File: config.mk
export PLATFORM = sky130hd
export DESIGN_NAME = sw_debouncer
export DESIGN_NICKNAME = d
export VERILOG_FILES = /design/src/rtl/io_pkg.sv /design/src/rtl/sw_db_bit.sv /design/src/rtl/sw_debouncer.sv
export SDC_FILE = /design/constraint.sdc
export NUM_CORES = 1
export LEC_CHECK = 0
export ABC_AREA = 1
export CORE_ASPECT_RATIO = 0.7
export CORE_MARGIN = 2
export CORE_UTILIZATION = 29
export DETAILED_ROUTE_END_ITERATION = 16
export PLACE_DENSITY = 0.43
export SYNTH_ARGS = -nofsm -noshare
export SYNTH_HDL_FRONTEND = slang
export SYNTH_HIERARCHICAL = 1
export SYNTH_SLANG_ARGS = --single-unit
File: constraint.sdc
create_clock -name i_clk -period 3.3 [get_ports i_clk]
set_input_delay 0.66 -clock i_clk [delete_from_list [all_inputs] [get_ports i_clk]]
set_output_delay 0.66 -clock i_clk [all_outputs]
set_load 0.005 [all_outputs]
File: src/rtl/io_pkg.sv
// Shared IO-map constants for the switch debouncer and the core IO block.
// SW_W is the 32-bit IO width also used by the core's IO map.
package io_pkg;

   localparam int SW_W            = 32;
   localparam int DB_CYCLES_DEF   = 500000;
   localparam int SYNC_STAGES_DEF = 2;

   typedef logic [SW_W-1:0] sw_vec_t;

   // Counter width able to hold 0..cycles; never narrower than one bit.
   function automatic int cnt_w(input int cycles);
      return (cycles < 1) ? 1 : $clog2(cycles + 1);
   endfunction

endpackage

File: src/rtl/sw_db_bit.sv
// One switch bit: SYNC_STAGES-flop synchroniser, then a stability counter that
// accepts a new level after DB_CYCLES consecutive differing cycles; no backpressure.
module sw_db_bit
   import io_pkg::*;
#(
   parameter int SYNC_STAGES = SYNC_STAGES_DEF,
   parameter int DB_CYCLES   = DB_CYCLES_DEF
) (
   input  logic i_clk,
   input  logic i_rst_n,
   input  logic i_raw,
   output logic o_stable
);

   localparam int            CW       = cnt_w(DB_CYCLES);
   localparam logic [CW-1:0] CNT_LAST = CW'(DB_CYCLES - 1);

   logic [SYNC_STAGES-1:0] sync_q, sync_d;
   logic [CW-1:0]          cnt_q, cnt_d;
   logic                   stable_q, stable_d;
   logic                   synced;

   assign sync_d = {sync_q[SYNC_STAGES-2:0], i_raw};
   assign synced = sync_q[SYNC_STAGES-1];

   // Any return to the stable level throws away the partial count.
   always_comb begin
      cnt_d    = cnt_q;
      stable_d = stable_q;
      if (synced == stable_q) begin
         cnt_d = '0;
      end else if (cnt_q == CNT_LAST) begin
         stable_d = synced;
         cnt_d    = '0;
      end else begin
         cnt_d = cnt_q + CW'(1);
      end
   end

   always_ff @(posedge i_clk or negedge i_rst_n) begin
      if (!i_rst_n) begin
         sync_q   <= '0;
         cnt_q    <= '0;
         stable_q <= 1'b0;
      end else begin
         sync_q   <= sync_d;
         cnt_q    <= cnt_d;
         stable_q <= stable_d;
      end
   end

   assign o_stable = stable_q;

endmodule

File: src/rtl/sw_debouncer.sv
// 32-bit switch debouncer: o_io_sw follows a held raw change after SYNC_STAGES+DB_CYCLES
// cycles, no backpressure; change pulse and sticky W1C mask only with SW_CHG_TRACK_EN.
module sw_debouncer
   import io_pkg::*;
#(
   parameter int SYNC_STAGES = SYNC_STAGES_DEF,
   parameter int DB_CYCLES   = DB_CYCLES_DEF
) (
   input  logic            i_clk,
   input  logic            i_rst_n,
   input  logic [SW_W-1:0] i_sw_raw,
   output logic [SW_W-1:0] o_io_sw,
   output logic            o_sw_change,
   output logic [SW_W-1:0] o_sw_chg_mask,
   input  logic [SW_W-1:0] i_chg_clr
);

   sw_vec_t stable;
   sw_vec_t io_sw_q, io_sw_d;

   for (genvar g = 0; g < SW_W; g++) begin : g_bit
      sw_db_bit #(
         .SYNC_STAGES (SYNC_STAGES),
         .DB_CYCLES   (DB_CYCLES)
      ) u_bit (
         .i_clk    (i_clk),
         .i_rst_n  (i_rst_n),
         .i_raw    (i_sw_raw[g]),
         .o_stable (stable[g])
      );
   end

   // Registering the stable vector lets the change pulse line up with o_io_sw.
   assign io_sw_d = stable;

   always_ff @(posedge i_clk or negedge i_rst_n) begin
      if (!i_rst_n) begin
         io_sw_q <= '0;
      end else begin
         io_sw_q <= io_sw_d;
      end
   end

   assign o_io_sw = io_sw_q;

`ifdef SW_CHG_TRACK_EN
   sw_vec_t chg_bits;
   logic    change_q, change_d;
   sw_vec_t mask_q, mask_d;

   // A new change on a bit overrides a clear strobe hitting it in the same cycle.
   always_comb begin
      chg_bits = io_sw_d ^ io_sw_q;
      change_d = |chg_bits;
      mask_d   = (mask_q & ~i_chg_clr) | chg_bits;
   end

   always_ff @(posedge i_clk or negedge i_rst_n) begin
      if (!i_rst_n) begin
         change_q <= 1'b0;
         mask_q   <= '0;
      end else begin
         change_q <= change_d;
         mask_q   <= mask_d;
      end
   end

   assign o_sw_change   = change_q;
   assign o_sw_chg_mask = mask_q;
`else
   logic chg_clr_unused;

   assign chg_clr_unused = |i_chg_clr;
   assign o_sw_change    = 1'b0;
   assign o_sw_chg_mask  = '0;
`endif

endmodule

==> results of run 1 <==
[routing by layer]
layer,part of all wire,vias up
met4,0.024,0
li1,-,15200
met2,0.39,316
met1,0.55,13200
met5,0,-
met3,0.033,120
[path summary, 6_finish.rpt]
path / slack, ns / startpoint / to
worst max-delay path: 1.07 / o_io_sw[2] / o_io_sw[2]
max in group asynchronous: 1.81 / i_rst_n / o_io_sw[17]
worst min register to register: 0.35 / g_bit[25].u_bit/sync_q[0] / g_bit[25].u_bit/sync_q[1]
min in group asynchronous: 0.50 / i_rst_n / g_bit[0].u_bit/sync_q[0]
worst min-delay path: 0.35 / g_bit[25].u_bit/sync_q[0] / g_bit[25].u_bit/sync_q[1]
worst max register to register: 1.75 / g_bit[19].u_bit/cnt_q[0] / g_bit[19].u_bit/cnt_q[8]
[logic make-up (layout without fill, tap and decap cells)]
family / count (synthesis) / count (layout) / synth area share
other cells: 1 / 33 / 0.0000957
flops: 736 / 736 / 0.470
compound gates: 288 / 288 / 0.0388
simple gates: 2784 / 2784 / 0.346
xor+xnor: 288 / 288 / 0.0705
buf+inv: 641 / 852 / 0.0646
fa+ha+maj: 32 / 32 / 0.0102
[through the flow]
stage	setup slack [ns]	util	cell area [um2]
after floorplan	2.04	-	39300
after global placement	1.63	0.315	42200
after detailed placement	1.63	0.315	42200
after CTS	0.949	0.338	45200
after global routing	0.974	0.338	45200
final	1.07	0.338	45200
[cell usage after synthesis (all sizes together)]
library cell / instances
nand3: 416
ha: 32
inv: 608
nor3: 64
buf: 33
nor3b: 64
dfrtp: 736
xor2: 224
nor2: 1248
o21a: 32
a21oi: 96
nand2: 928
o21ai: 160
nand4: 64
xnor2: 64
conb: 1
[where the power goes]
| part | internal [mW] | leakage, nW | switching (mW) |
|---|---|---|---|
| sequential | 9.16 | 10.1 | 0.0876 |
| combinational | 0.201 | 7.74 | 0.485 |
| clock | 6.00 | 1.47 | 4.07 |
| total | 15.4 | 19.3 | 4.65 |
[sequential cells by signal, summed over array words and instances, names as in the netlist]
name / cells
o_io_sw: 32
g_bit.u_bit/cnt_q: 608
g_bit.u_bit/o_stable: 32
g_bit.u_bit/sync_q: 64
[cell type report]
class                           instances  area [um2]
Fill cell                           14000       88500
Sequential cell                       736       18400
Multi-Input combinational cell       3425       18300
Clock buffer                          115        2440
Inverter                              608        2280
Tap cell                             1767        2210
Timing Repair Buffer                   87         936
Clock inverter                         42         549
[what timing repair did]
action                                 CTS  global route
gates resized for setup                  0             0
hold buffers                             1             0
endpoints found under the hold margin   31             0
==> metrics.cfg, run 1 <==
[global_routing]
use_met1 = 0.189
gr-usage-met2 = 0.174
grt.overflow.total = 0
grt_use_total = 0.123
busiest_layer = met1
grt_pass1_vias = 28700
grt_pass1_wl_um = 145000
grtUsageMet3 = 0.0236
grt_antenna_before_repair = 0
grt_max_degree = 109

[clocking]
cts_buffers = 85
clockBufferDepth = 3
cts_tree = yes
post_cts_buffers = 0
clk_pin_slew_ns = 0.06
htreeDepth = 3
clock_sinks = 736
cts_root_buf = clkbuf_16
insertion_delay_ns = 0.70

[timing]
slew_headroom = 0.581
rsz0062_at_grt = false
finalCritPeriodShare = 0.675
worstMarginPinSlew_ns = 0.629
setup_viol_count_final = 0
hold_viol = 0
tns_ns = 0
report.final.slew_viol_count = 0
skew_ns = 0.0228
min_period_ns = 2.23
worst_hold_slack_ns = 0.345
max_freq_mhz = 449

[floorplanning]
start_util = 0.293
rows = 112
die_w_um = 443
die-area_mm2 = 0.138
dieHeight_um = 311
num_io_pins = 131
coreArea_mm2 = 0.134

[final_layout]
antenna_cells = 0
layout_common_cells = nor2_1, nand2_1, dfrtp_1
layout_commonest_cell = nor2_1
area_growth_syn_to_layout_pct = 15.3
drive_gt1_frac = 0.149
final_cells = 6780
nets = 5041

[outcome]
status = finished, final reports clean

[drt]
vias_per_cell = 4.25
drt_iter0_markers = 1726
wl_um = 82900
wl_per_cell_um = 12.2
drtAntennaViolNets = 0
post-route-drc-count = 0
firstDrtPassIters = 7
dr_total_vias = 28800

[worst_setup_path]
cp_cell_sequence = clkdlybuf4s50_1
critPathMaxFanout = 1
path_delay_family = buffers and inverters
slowest_stage = clkdlybuf4s50_1
cpPeakStageDelay_ns = 0.51
cp.required_ns = 2.64
start_kind = flip-flop
cp.depth = 1
end_kind = output port
path_buf_inv = 1
crit_arrival_ns = 1.57
r2r_cells = 6
critPathKind = reg2out

[yosys]
postSynthCellCount = 4770
synth.area.top_cells = dfrtp_1, nor2_1, nand2_1
yosysWarningCount = 6
synth_cell_types = 24
synth-seq-cells = 736
synth_largest_area_cell = dfrtp_1
synth.top_cell.area_share = 0.470
syn_area_per_cell_um2 = 8.21
ys_seq_area_frac = 0.470
syn_area_mm2 = 0.0392

[pwr]
power_mw = 20.0
ir_worst_vdd_v = 0.000350
powerDensity_mw_per_mm2 = 443
leakagePower_nw = 19.3

[placed_design]
gp_congestion = 0.803
portBuffers = 65
dp_hpwl_um = 58900
dp_cells = 6622

[job]
drv_cap = 0

[hold_path]
min_path_type = reg2reg
holdPathStages = 0

No activity file was read; power rests on OpenSTA's default activity.
==> run 2, diff against run 1 <==
==> constraint.sdc (replaced) <==
create_clock -name i_clk -period 2.1 [get_ports i_clk]
set_input_delay 0.42 -clock i_clk [delete_from_list [all_inputs] [get_ports i_clk]]
set_output_delay 0.42 -clock i_clk [all_outputs]
set_load 0.005 [all_outputs]
==> metrics.cfg, run 2 (synthesized netlist as in run 1, its figures left out) <==
[hold_path]
min_path_type = in2reg
holdPathStages = 1  ; +1

[floorplanning]
die_w_um = 443  ; unchanged
die-area_mm2 = 0.138  ; unchanged
dieHeight_um = 311  ; unchanged
num_io_pins = 131  ; unchanged
coreArea_mm2 = 0.134  ; unchanged
rows = 112  ; unchanged
start_util = 0.293  ; unchanged

[clocking]
cts_tree = yes
post_cts_buffers = 0  ; unchanged
insertion_delay_ns = 0.69  ; about the same
htreeDepth = 3  ; unchanged
clk_pin_slew_ns = 0.06  ; about the same
clockBufferDepth = 3  ; unchanged
clock_sinks = 736  ; unchanged
cts_root_buf = clkbuf_16
cts_buffers = 87  ; +2.4%

[timing]
finalCritPeriodShare = 0.946
skew_ns = 0.0244  ; +0.00163 ns
hold_viol = 0  ; unchanged
rsz0062_at_grt = false
fin_ws_ns = 0.113  ; -0.958 ns
max_freq_mhz = 503
report.final.slew_viol_count = 0  ; unchanged
worst_hold_slack_ns = 0.170  ; -0.176 ns
setup_viol_count_final = 0  ; unchanged
tns_ns = 0  ; unchanged
min_period_ns = 1.99

[final_layout]
reg.largest.list = g_bit.u_bit/cnt_q: 608 flops, g_bit.u_bit/sync_q: 64 flops
utilization = 0.341  ; +0.00333
layout_common_cells = nor2_1, nand2_1, dfrtp_1
fill_cells = 13900  ; -0.036%
area_growth_syn_to_layout_pct = 16.5
regMostFlops = g_bit.u_bit/cnt_q
antenna_cells = 0  ; unchanged
layout_commonest_cell = nor2_1
nets = 5074  ; +0.65%
largest_reg_flops = 608  ; unchanged
final_cells = 6812  ; +0.47%
drive_gt1_frac = 0.155  ; +0.00599

[worst_setup_path]
slowest_stage = clkdlybuf4s50_1
start_kind = flip-flop
cp.depth = 1  ; unchanged
end_kind = output port
r2r_cells = 8  ; +2
crit_arrival_ns = 1.57  ; about the same
critPathMaxFanout = 1  ; unchanged
path_buf_inv = 1  ; unchanged
path_delay_family = buffers and inverters
critPathKind = reg2out
cpPeakStageDelay_ns = 0.51  ; about the same
cp_cell_sequence = clkdlybuf4s50_1
cp.required_ns = 1.68  ; -0.96 ns

[global_routing]
grt_pass1_vias = 28600  ; -0.32%
grt_antenna_before_repair = 1  ; +1
grt_use_total = 0.124  ; +0.000338
grt_pass1_wl_um = 145000  ; +0.40%
grt_max_degree = 69  ; -37%
grt.overflow.total = 0  ; unchanged

[placed_design]
dp_cells = 6653  ; +0.47%
gp_congestion = 0.804  ; +0.11%
preCtsSetupSlack_ns = 0.582  ; -1.04 ns
portBuffers = 65  ; unchanged
dp_hpwl_um = 60200  ; +2.2%

[drt]
wl_per_cell_um = 12.2  ; -0.32%
post-route-drc-count = 0  ; unchanged
dr_total_vias = 28800  ; -0.059%
drt_iter0_markers = 1912  ; +11%
firstDrtPassIters = 7  ; unchanged
vias_per_cell = 4.23  ; -0.53%
wl_um = 83000  ; +0.15%
drtAntennaViolNets = 0  ; unchanged

[pwr]
leakagePower_nw = 19.5  ; +1.3%
combPwrFrac = 0.036  ; +0.002
ir_worst_vdd_v = 0.000553  ; +58%
pwr-share-clk = 0.508  ; +0.004
swShare = 0.228  ; -0.00378
powerDensity_mw_per_mm2 = 699  ; +58%
power.switching_mw = 7.29  ; +57%
intPower_mw = 24.6  ; +60%
seqPwrFrac = 0.456  ; -0.006

[outcome]
status = finished, final reports clean

[job]
drv_cap = 0  ; unchanged

-- run 2: changes by cell type in the layout (fill, tap and decap cells not counted), moves of 4 or more --
cell,delta
clkinv_8,-4
buf_4,+20
buf_12,+11
clkbuf_16,+4
-- run 2: per-stage QoR --
stage	total power, mW	instance area [um2]
final	31.9	45600
after global routing	33.5	45600
after CTS	32.8	45600
after detailed placement	16.0	42500
after global placement	16.0	42500
after floorplan	15.4	39300
-- run 2: timing repair --
action                     in CTS  in global routing
resized for setup               3                  0
setup endpoints to repair       3                  0
hold endpoints to repair      143                  0
hold buffers                    1                  0
-- run 2: path summary, 6_finish.rpt --
path | to | slack, ns | startpoint
setup / recovery | o_io_sw[29] | 0.11 | o_io_sw[29]
hold / removal | g_bit[19].u_bit/sync_q[0] | 0.17 | i_sw_raw[19]
setup reg to reg | g_bit[30].u_bit/cnt_q[18] | 0.60 | g_bit[30].u_bit/cnt_q[0]
hold reg to reg | g_bit[4].u_bit/sync_q[1] | 0.35 | g_bit[4].u_bit/sync_q[0]
max in group asynchronous | g_bit[12].u_bit/cnt_q[1] | 1.07 | i_rst_n
min in group asynchronous | g_bit[21].u_bit/sync_q[1] | 0.22 | i_rst_n
-- run 2: layer usage --
metal | share of wire | vias up | track usage
met4 | 0.021 | 2 | 0.0310
met1 | 0.55 | 13100 | 0.191
met5 | 0.00016 | - | 0
met2 | 0.39 | 269 | 0.173
met3 | 0.032 | 116 | 0.0250
li1 | - | 15300 | -
-- run 2: power by group through the flow --
| stage | logic, mW | registers (mW) | clock network (mW) |
|---|---|---|---|
| finish | 1.16 | 14.5 | 16.2 |
| global route | 1.37 | 14.6 | 17.6 |
| CTS | 1.22 | 14.5 | 17.0 |
| detailed placement | 1.21 | 14.8 | 0 |
| global placement | 1.21 | 14.8 | 0 |
| floorplan | 0.592 | 14.8 | 0 |
-- run 2: area by class of cell --
| type | instances | area (um2) | area share |
|---|---|---|---|
| repair buffers | 118 | 1300 | 0.0285 |
| inverters | 608 | 2280 | 0.0500 |
| flip-flops and latches | 736 | 18400 | 0.404 |
| well taps | 1767 | 2210 | 0.0485 |
| multi-input cells | 3425 | 18300 | 0.402 |
| clock inverters | 45 | 581 | 0.0127 |
| clock buffers | 113 | 2490 | 0.0545 |
==> run 3, diff against run 2 <==
--- a/config.mk
+++ b/config.mk
@@ -6,11 +6,12 @@
 export NUM_CORES = 1
 export LEC_CHECK = 0
 export ABC_AREA = 1
-export CORE_ASPECT_RATIO = 0.7
+export CORE_ASPECT_RATIO = 2
 export CORE_MARGIN = 2
 export CORE_UTILIZATION = 29
 export DETAILED_ROUTE_END_ITERATION = 16
-export PLACE_DENSITY = 0.43
+export DONT_BUFFER_PORTS = 1
+export PLACE_DENSITY = 0.42
 export SYNTH_ARGS = -nofsm -noshare
 export SYNTH_HDL_FRONTEND = slang
 export SYNTH_HIERARCHICAL = 1
==> metrics.cfg, run 3 (synthesized netlist as in run 1, its figures left out) <==
[outcome]
status = finished with violations
violations = negative hold slack

[timing]
report.final.slew_viol_count = 0  ; unchanged
worstMarginPinSlew_ns = 0.978
tns_ns = 0  ; unchanged
finalCritPeriodShare = 0.767  ; -0.179
max_freq_mhz = 621  ; +23%
hold_viol = 230  ; +230
rsz0062_at_grt = false
worst_hold_slack_ns = -0.550  ; -0.720 ns
fin_ws_ns = 0.490  ; +0.377 ns
setup_viol_count_final = 0  ; unchanged
min_period_ns = 1.61  ; -0.377 ns
slew_headroom = 0.348
skew_ns = 0.0185  ; -0.00594 ns

[final_layout]
area_growth_syn_to_layout_pct = 13.9
layout_commonest_cell = nor2_1
drive_gt1_frac = 0.146  ; -0.00849
multi_input_comb_area_mm2 = 0.0183  ; unchanged
reg.largest.list = g_bit.u_bit/cnt_q: 608 flops, g_bit.u_bit/sync_q: 64 flops
layout_common_cells = nor2_1, nand2_1, dfrtp_1
largest_reg_flops = 608  ; unchanged
regArea_mm2 = 0.0184  ; unchanged
nets = 4989  ; -1.7%
fill_cells = 14300  ; +2.2%
regMostFlops = g_bit.u_bit/cnt_q

[drt]
firstDrtPassIters = 5  ; -2
dr_total_vias = 29700  ; +3.2%
drt_iter0_markers = 1113  ; -42%
post-route-drc-count = 0  ; unchanged
wl_um = 91800  ; +11%
drtAntennaViolNets = 0  ; unchanged
wl_per_cell_um = 13.7  ; +13%
vias_per_cell = 4.44  ; +5.2%

[worst_setup_path]
cp.required_ns = 2.88  ; +1.20 ns
critPathMaxFanout = 171  ; +170
crit_arrival_ns = 2.39  ; +0.82 ns
critPathKind = in2async
end_kind = asynchronous set/reset pin
start_kind = primary input

[pwr]
power_mw = 31.4  ; -1.7%
ir_worst_vdd_v = 0.000688  ; +25%
leakagePower_nw = 19.0  ; -2.4%
powerDensity_mw_per_mm2 = 703  ; +0.53%

[floorplanning]
start_util = 0.292  ; -0.000853
die_w_um = 264  ; -40%
coreArea_mm2 = 0.134  ; +0.29%
dieHeight_um = 524  ; +68%
rows = 190  ; +70%
num_io_pins = 131  ; unchanged
die-area_mm2 = 0.138  ; about the same

[global_routing]
grt.overflow.total = 0  ; unchanged
grt_antenna_before_repair = 1  ; unchanged
grt_pass1_wl_um = 155000  ; +6.6%
grt_max_degree = 737  ; +970%
grt_pass1_vias = 31400  ; +9.5%
grt_use_total = 0.135  ; +0.0114

[job]
drv_cap = 0  ; unchanged

[clocking]
insertion_delay_ns = 0.66  ; -0.03 ns
cts_buffers = 82  ; -5.7%
cts_root_buf = clkbuf_16
htreeDepth = 3  ; unchanged
cts_resized = 0  ; -3
clk_pin_slew_ns = 0.07  ; about the same
cts_hold_buf = 32  ; +31
cts_tree = yes
post_cts_buffers = 0  ; unchanged
clockBufferDepth = 3  ; unchanged
clock_sinks = 736  ; unchanged

[placed_design]
portBuffers = 0  ; -100%
dp_hpwl_um = 65100  ; +8.2%
preCtsSetupSlack_ns = 0.551  ; -0.0314 ns
gp_congestion = 0.814  ; +1.3%

[hold_path]
min_path_type = in2async

==> run 3: cell count changes in the layout (fill, tap and decap cells not counted), moves of 2 or more <==
cell | previous run | this run
buf_4 | 32 | 0
buf_12 | 20 | 0
clkinv_8 | 0 | 2
dlygate4sd3_1 | 1 | 32
clkbuf_16 | 89 | 85
clkdlybuf4s50_1 | 61 | 0
dlygate4sd2_1 | 3 | 0
buf_16 | 0 | 4
clkinv_2 | 19 | 14
clkbuf_8 | 17 | 13
==> run 3: final cells by class <==
cell class              instances  share of cell area
repair buffers                 38              0.0108
clock inverters                46              0.0145
well taps                    1728              0.0485
diodes                          1           0.0000561
multi-input cells            3425               0.411
inverters                     608              0.0512
clock buffers                 102              0.0511
flip-flops and latches        736               0.413
==> run 3: final timing paths <==
check                                   start                   endpoint  slack (ns)  cells past startpoint
min in group i_clk                i_sw_raw[7]   g_bit[7].u_bit/sync_q[0]        0.32                      1
hold reg to reg     g_bit[16].u_bit/sync_q[0]  g_bit[16].u_bit/sync_q[1]        0.34                      0
hold / removal                        i_rst_n   g_bit[4].u_bit/cnt_q[14]       -0.55                      0
max in group i_clk   g_bit[23].u_bit/cnt_q[0]  g_bit[23].u_bit/cnt_q[18]        0.60                      8
setup reg to reg     g_bit[23].u_bit/cnt_q[0]  g_bit[23].u_bit/cnt_q[18]        0.60                      8
setup / recovery                      i_rst_n    g_bit[2].u_bit/cnt_q[8]        0.49                      3
==> run 3: per-stage QoR <==
step,area [um2],util,cells
CTS,44400,0.332,6677
global route,44600,0.333,6684
floorplan,39300,-,4802
global placement,41200,0.307,6497
finish,44600,0.333,6684
detailed placement,41200,0.307,6497
==> run 3: critical path, cell delays in order <==
cell       delay, ns
buf_16          0.33
buf_16          0.64
clkbuf_16       0.56
==> run 3: routing by layer <==
| metal | GRT usage | vias up | wire [um] |
|---|---|---|---|
| li1 | - | 15100 | - |
| met1 | 0.132 | 14200 | 33400 |
| met2 | 0.280 | 309 | 52900 |
| met3 | 0.0190 | 170 | 2500 |
| met4 | 0.0514 | 0 | 3090 |
| met5 | 0 | - | 0 |
==> run 3: report_power, final <==
group / total [mW] / internal (mW) / switching (mW)
logic: 1.03 / 0.281 / 0.750
clock network: 15.8 / 9.36 / 6.43
registers: 14.5 / 14.4 / 0.144
